## src/rtl/rf_pkg.sv

```systemverilog
`default_nettype none
// ============================================================================
// Module      : rf_pkg
// Description : Shared widths, address/word types and the x0 constant for the
//               multi-ported register file.
// Revision    : 1.0 - initial release
// ============================================================================
package rf_pkg;

  localparam int RF_W = 32;
  localparam int RF_A = 5;

  typedef logic [RF_A-1:0] reg_addr_t;
  typedef logic [RF_W-1:0] word_t;

  localparam reg_addr_t REG_ZERO = '0;

endpackage : rf_pkg
`default_nettype wire

```

## src/rtl/rf_scoreboard.sv

```systemverilog
`default_nettype none
// ============================================================================
// Module      : rf_scoreboard
// Description : In-flight write tracker. One pending bit per register is set
//               at issue and cleared at writeback (set wins on a tie). Busy
//               flags per read port are masked by the writeback bypass.
// Revision    : 1.0 - initial release
// ============================================================================
module rf_scoreboard #(
  parameter int A  = 5,
  parameter int NR = 2
) (
  input  logic          clk,
  input  logic          reset,
  input  logic [NR*A-1:0] rd_addr,
  output logic [NR-1:0] rd_busy,
  input  logic          wr_en,
  input  logic [A-1:0]  wr_addr,
  input  logic          issue_valid,
  input  logic [A-1:0]  issue_addr,
  output logic          any_busy
);

  localparam int c_depth = 1 << A;

  logic [c_depth-1:0] r_pending;
  logic [c_depth-1:0] w_pending_next;

  // Next pending vector: clear on writeback first so a same-address issue overrides it.
  always_comb begin
    w_pending_next = r_pending;
    if (wr_en) begin
      w_pending_next[wr_addr] = 1'b0;
    end
    if (issue_valid) begin
      w_pending_next[issue_addr] = 1'b1;
    end
    w_pending_next[0] = 1'b0;
  end

  // Pending state register; reset drops every outstanding writer.
  always_ff @(posedge clk or posedge reset) begin
    if (reset) begin
      r_pending <= '0;
    end else begin
      r_pending <= w_pending_next;
    end
  end

  for (genvar gi = 0; gi < NR; gi++) begin : g_busy
    logic [A-1:0] w_addr;
    assign w_addr = rd_addr[gi*A +: A];
    // A value being written back this cycle is forwarded, so it is not a hazard.
    assign rd_busy[gi] = r_pending[w_addr] && !(wr_en && (wr_addr == w_addr));
  end

  assign any_busy = |r_pending;

endmodule : rf_scoreboard
`default_nettype wire

```

## src/rtl/register_file_mp.sv

```systemverilog
`default_nettype none
// ============================================================================
// Module      : register_file_mp
// Description : NR-read / 1-write register file with write-first forwarding,
//               x0 hardwired to zero, registered read data and an in-flight
//               write scoreboard for RAW hazard stalls.
// Revision    : 1.0 - initial release
// ============================================================================
module register_file_mp
  import rf_pkg::*;
#(
  parameter int W  = RF_W,
  parameter int A  = RF_A,
  parameter int NR = 2
) (
  input  logic            clk,
  input  logic            reset,
  input  logic [NR*A-1:0] rd_addr,
  output logic [NR*W-1:0] rd_data,
  output logic [NR-1:0]   rd_busy,
  input  logic            wr_en,
  input  logic [A-1:0]    wr_addr,
  input  logic [W-1:0]    wr_data,
  input  logic            issue_valid,
  input  logic [A-1:0]    issue_addr,
  output logic            any_busy
);

  localparam int c_depth = 1 << A;

  logic [W-1:0] r_regs [c_depth];
  logic         w_wr_ok;

  // Writes to x0 are dropped here so entry 0 stays at its reset value.
  assign w_wr_ok = wr_en && (wr_addr != A'(REG_ZERO));

  // Storage array as flops so the asynchronous reset clears every entry.
  always_ff @(posedge clk or posedge reset) begin
    if (reset) begin
      for (int i = 0; i < c_depth; i++) begin
        r_regs[i] <= '0;
      end
    end else if (w_wr_ok) begin
      r_regs[wr_addr] <= wr_data;
    end
  end

  for (genvar gi = 0; gi < NR; gi++) begin : g_rd_port
    logic [A-1:0] w_addr;
    logic [W-1:0] w_next;
    logic [W-1:0] r_data;

    assign w_addr = rd_addr[gi*A +: A];

    // Read mux: x0 is zero, a same-edge write to this address is forwarded.
    always_comb begin
      w_next = r_regs[w_addr];
      if (w_addr == A'(REG_ZERO)) begin
        w_next = '0;
      end else if (w_wr_ok && (wr_addr == w_addr)) begin
        w_next = wr_data;
      end
    end

    // Registered read data for this port.
    always_ff @(posedge clk or posedge reset) begin
      if (reset) begin
        r_data <= '0;
      end else begin
        r_data <= w_next;
      end
    end

    assign rd_data[gi*W +: W] = r_data;
  end

  rf_scoreboard #(
    .A  (A),
    .NR (NR)
  ) u_scoreboard (
    .clk         (clk),
    .reset       (reset),
    .rd_addr     (rd_addr),
    .rd_busy     (rd_busy),
    .wr_en       (wr_en),
    .wr_addr     (wr_addr),
    .issue_valid (issue_valid),
    .issue_addr  (issue_addr),
    .any_busy    (any_busy)
  );

endmodule : register_file_mp
`default_nettype wire

```

## config.mk

```make
export PLATFORM = sky130hd
export DESIGN_NAME = register_file_mp
export DESIGN_NICKNAME = d
export VERILOG_FILES = /design/src/rtl/rf_pkg.sv /design/src/rtl/rf_scoreboard.sv /design/src/rtl/register_file_mp.sv
export SDC_FILE = /design/constraint.sdc
export NUM_CORES = 2
export LEC_CHECK = 0
export ABC_AREA = 1
export CAP_MARGIN = 10
export CORE_UTILIZATION = 42
export DETAILED_ROUTE_END_ITERATION = 7
export PLACE_DENSITY = 0.67
export SYNTH_ARGS = -nofsm -noshare
export SYNTH_HDL_FRONTEND = slang
export SYNTH_SLANG_ARGS = --single-unit
```

## constraint.sdc

```tcl
create_clock -name clk -period 48.4 [get_ports clk]
set_input_delay 9.68 -clock clk [delete_from_list [all_inputs] [get_ports clk]]
set_output_delay 9.68 -clock clk [all_outputs]
set_load 0.01 [all_outputs]
```

### After elaboration in Yosys (flattened, before gate mapping)

Index checks and enable logic that the tools add are counted.

| word-level totals | value |
|---|---|
| output and inout bits | 67 |
| latch bits | 0 |
| memory bits (writable) | 0 |
| memories | 0 |
| bits of input ports | 56 |
| bits in registers | 1119 |
| bits in read-only memories | 0 |

| operators by class | value |
|---|---|
| multiply operators | 0 |
| add/sub/neg operators | 0 |
| order comparisons | 10 |
| shift-type cells | 0 |
| muxes and demuxes | 23 |
| reductions and logical operators | 16 |
| bitwise gates (word level) | 6 |
| eq/ne operators | 2 |
| div/mod/pow operators | 0 |

Operators with widths:

| operator | number |
|---|---|
| 1024-bit bitwise mux | 1 |
| 32-bit two-way mux | 11 |
| 32-bit binary-select mux with 5-bit select | 2 |
| 32-bit demux with 5-bit select | 1 |
| 32-bit bitwise AND | 1 |
| 32-bit inverter | 1 |
| 32-bit OR | 1 |
| 31-bit OR reduction | 1 |
| 5-bit by 6-bit less-than comparator with 1-bit output (second input constant) | 4 |
| 6-bit >= comparator (second input constant) | 3 |
| 5-bit inverter with 6-bit output | 3 |
| 1-bit binary-select mux with 5-bit select | 2 |
| 1-bit demux with 5-bit select | 2 |
| 5-bit == test | 2 |
| 5-bit by 1-bit >= comparator with 1-bit output (second input constant) | 2 |
| 1-bit logical AND | 10 |
| 5-bit logical NOT | 2 |
| 6-bit by 1-bit less-than comparator with 1-bit output (second input constant) | 1 |
| 5-bit nonzero test | 1 |
| 1-bit two-way mux | 4 |
| 1-bit logical NOT | 2 |

### Logic depth before layout (Yosys ltp)

| logic depth | value |
|---|---|
| depth in word-level cells | 9 |
| gate-level depth with buffers | 13 |
| depth with buffers taken out | 10 |

### Modules after synthesis

Synthesis repeated with hierarchy kept, for this count alone.

| unflattened totals | value |
|---|---|
| cells, all modules | 8975 |
| area total of the unflattened synthesis | 62530.0 µm² |

Modules (own cells, without submodules):

| module | cells an instance | instances | seq. area each (µm²) | area each (µm²) |
|---|---|---|---|---|
| register_file_mp | 8646 | 1 | 27226.1 | 60360.4 |
| rf_scoreboard | 329 | 1 | 775.7 | 2169.6 |

### Worst setup path after synthesis

OpenSTA, ideal clock, no wires.

| timing | value |
|---|---|
| kind | input port to output port |
| start | input rd_addr[5] |
| end | output rd_busy[1] |
| path slack | 27801 ps |
| cell stages on the path | 10 |
| buffers on the path | 3 |
| arrival | 10919 ps |
| cells stage by stage | buf_2 > clkinv_2 > clkbuf_1 > buf_2 > o21ai_0 > o211ai_1 > nand3_1 > o21ai_0 > nor2_1 > nor2_1 |

| between the ends | value |
|---|---|
| cells in the longest elaborated chain, start to end | 4 |
| elaborated cells between the ends (all ways) | 6 |
| those cells by class | eq/ne (1); mux (2); reduce/logical (3) |

RTL lines:

| what | line | text |
|---|---|---|
| start: declaration | register_file_mp.sv:18 | `input logic [NR*A-1:0] rd_addr,` |
| branches (longest 3 deep; another with 1-bit binary-select mux with 5-bit select) | - |  |
| 1-bit logical AND (*) | rf_scoreboard.sv:54 | `assign rd_busy[gi] = r_pending[w_addr] && !(wr_en && (wr_addr == w_addr));` |
| end: declaration | register_file_mp.sv:20 | `output logic [NR-1:0] rd_busy,` |

Mark *: on every way between the ends. The select of a mux whose other input is x is not followed.

### Worst setup path in the final report

| timing | value |
|---|---|
| start | input rd_addr[6] |
| end | output rd_busy[1] |

The elaborated chain is that of the path after synthesis.

==> results.py <==
metrics = {
    "timing": {
        "finalCriticalPeriod_ps": 22930,
        "fin_skew_ps": 26.3,
        "fin_crit_sh_pct": 47.4,
        "max_slew_margin_pct": 13.1,
        "hold_viol": 0,
        "worstMarginPinSlew_ps": 1300,
        "max_freq_ghz": 0.0436,
        "setup_tns_ps": 0,
        "setup_viol": 0,
        "maxSlewViolCount": 0,
        "rsz0062_at_grt": "no",
    },
    "setup_path": {
        "cp.required_ps": 38720,
        "r2r_setup_slack_ps": 46540,
        "crit_start": "rd_addr[6]",
        "ff2ff_path_depth": 9,
        "crit_path_end_kind": "output pin",
        "r2r-end": "g_rd_port[1].r_data[23]",
        "critPathKind": "in -> out",
        "crit_path_max_fanout": 58,
        "cp.arrival_ps": 13250,
        "crit_path_end": "rd_busy[1]",
        "crit_path_start_kind": "input pin",
        "reg2reg_from": "r_regs[119]",
    },
    "clock_network": {
        "cts.sinks": 1119,
        "holdBufCountCts": 0,
        "cts_buffer_depth": 3,
        "tritoncts": "built",
        "cts_resized": 0,
        "cts.clk_slew.worst_paths_ps": 70,
        "postCtsSetupRepairBufs": 0,
        "htree_num_levels": 3,
        "clock_latency_ps": 780,
        "numCtsBuffers": 121,
        "clock_tree.root_cell": "clkbuf_16",
    },
    "grt": {
        "grt_first_pass_wirelength_um": 386000,
        "grt_usage_pct": 33.5,
        "grt_overflow": 0,
        "grt_max_degree": 197,
        "grt_pass1_vias": 60471,
        "antenna_found_initial": 14,
    },
    "power": {
        "seqPwrFrac_pct": 42.0,
        "internal-power_mw": 1.95,
        "p_sw_share_pct": 32.9,
        "power_mw": 2.90,
        "pwr-share-clk_pct": 34.9,
        "vdd_ir_drop_max_mv": 0.0339,
        "p_switching_mw": 0.954,
        "p_leak_nw": 32.8,
        "p_comb_share_pct": 23.1,
        "powerDensity_mw_per_mm2": 41.6,
    },
    "final_layout": {
        "seq_area_mm2": 0.0280,
        "drive_above_1_share_pct": 5.06,
        "mostFrequentLayoutCells": "nand2_1 (2965), nand3_1 (1567), dfrtp_1 (1119)",
        "final_common_cell": "nand2_1",
        "finalNetCount": 8933,
        "multi_input_area_mm2": 0.0286,
        "area_growth_pct": 9.36,
        "nFillCells": 14853,
    },
    "die": {
        "dieArea_mm2": 0.153,
        "fp.dieW_um": 392,
        "start_util_pct": 42.4,
        "die_y_um": 392,
        "rows": 142,
        "coreArea_mm2": 0.150,
        "ioPinCount": 123,
    },
    "yosys": {
        "ys_warn_count": 0,
        "netlist_area_mm2": 0.0638,
        "ys_types": 30,
        "yosysTopAreaCell": "dfrtp_1",
        "syn_area_per_cell_um2": 6.87,
        "yosys-top-cells-area": "dfrtp_1 (44%), nand2_1 (17%), nand3_1 (12%)",
        "syn_inst": 9287,
        "syn_nets": 9343,
        "ys_ff_latch": 1119,
        "synth.top_cell.area_share_pct": 43.9,
        "ys_seq_area_share_pct": 43.9,
    },
    "detailed_routing": {
        "drt-initial-drc-count": 10877,
        "dr.pass1.iters": 7,
        "vias": 65106,
        "drc": 0,
        "wl_per_cell_um": 23.6,
        "ant_nets": 0,
        "viasPerCell": 5.92,
        "wirelength_um": 260000,
    },
    "job": {
        "cap_violations": 0,
    },
    "place": {
        "place_congestion": 0.935,
        "place_hpwl_um": 141000,
        "io_buffers": 122,
    },
    "status": {
        "status": "finished, final reports clean",
    },
    "worst_hold_path": {
        "worstHoldStart": "r_regs[1022]",
        "hold_class": "reg -> reg",
    },
}
==> power by group through the flow <==
stage               Sequential (mW)  Combinational [mW]  Clock [mW]
floorplan                      1.22               0.469           0
global placement               1.23               0.634           0
detailed placement             1.23               0.651           0
CTS                            1.22               0.657        1.02
global route                   1.24               0.753        1.05
finish                         1.22               0.671        1.01
==> critical path, stage by stage <==
cell	delay [ps]
buf_8	270
buf_4	610
buf_4	770
o21ai_0	180
o21ai_0	200
o21ai_0	100
o21ai_0	210
nor2_1	60
nor2_1	420
clkdlybuf4s50_1	640
==> metal layers <==
metal / track usage [%] / vias to the layer above / wire length, um
met5: 0 / - / 93
met4: 16.5 / 14 / 14500
met3: 8.89 / 890 / 37900
met2: 49.3 / 4850 / 109000
met1: 45.3 / 30542 / 98300
li1: - / 28810 / -
==> sequential cells by signal (all words and copies together), names as in the netlist <==
name,flops
u_scoreboard.r_pending,31
r_regs,1024
g_rd_port.r_data,64
==> per-stage QoR <==
step | hold WS, ps | setup WS, ps | instance area [um2] | instances | utilization (%)
global placement | 365 | 25570 | 65400 | 10770 | 43.5
floorplan | 429 | 7210 | 63800 | 9287 | -
CTS | 379 | 25650 | 69700 | 10996 | 46.4
detailed placement | 366 | 25680 | 65400 | 10770 | 43.5
global route | 385 | 25410 | 69700 | 10996 | 46.4
finish | 378 | 25470 | 69700 | 11001 | 46.4
==> how the worst min path moves through the flow <==
stage	endpoint	slack, ps	depth (start not counted)
global placement	r_regs[996]	360	0
finish	r_regs[1022]	380	0
CTS	r_regs[993]	380	0
global route	r_regs[1020]	380	0
floorplan	r_regs[1000]	430	1
detailed placement	r_regs[1008]	370	0
==> final cells by class <==
| cell class | count | share of cell area [%] |
|---|---|---|
| Antenna cell | 5 | 0.0179 |
| Clock buffer | 175 | 5.15 |
| Clock inverter | 51 | 0.987 |
| Inverter | 1040 | 5.67 |
| Multi-Input combinational cell | 6324 | 41.0 |
| Sequential cell | 1119 | 40.2 |
| Tap cell | 2016 | 3.62 |
| Timing Repair Buffer | 271 | 3.44 |
==> synthesized netlist by cell type <==
library cell and n:
nand2_1 2966, nand3_1 1567, dfrtp_1 1119, o21ai_0 1111
inv_1 1018, clkbuf_1 389, buf_2 341, nor2_1 212
o211ai_1 195, a21oi_1 127, buf_1 64, nand4_1 37
o21ai_1 30, inv_2 20, or2_2 19, o22ai_1 16
buf_4 10, nor3_1 10, nor2_2 9, nor2_4 8
nor4_1 6, nand3_2 3, nor3_2 2, xor2_1 2
a21oi_2 1, clkinv_1 1, clkinv_2 1, nand2_2 1
nand4_4 1, xnor2_1 1
==> cells by family (layout without fill, tap and decap cells) <==
kind of cell              Yosys count  in the layout  synth area share, %
and+or+nand+nor                  4841           4841                 32.0
DFF                              1119           1119                 43.9
xor gates and xnor gates            3              3               0.0412
AOI/OAI and AO/OA                1480           1480                 12.4
buffers and inverters            1844           1537                 11.6
other                               0              5                    0
No activity file was read; power rests on OpenSTA's default activity.
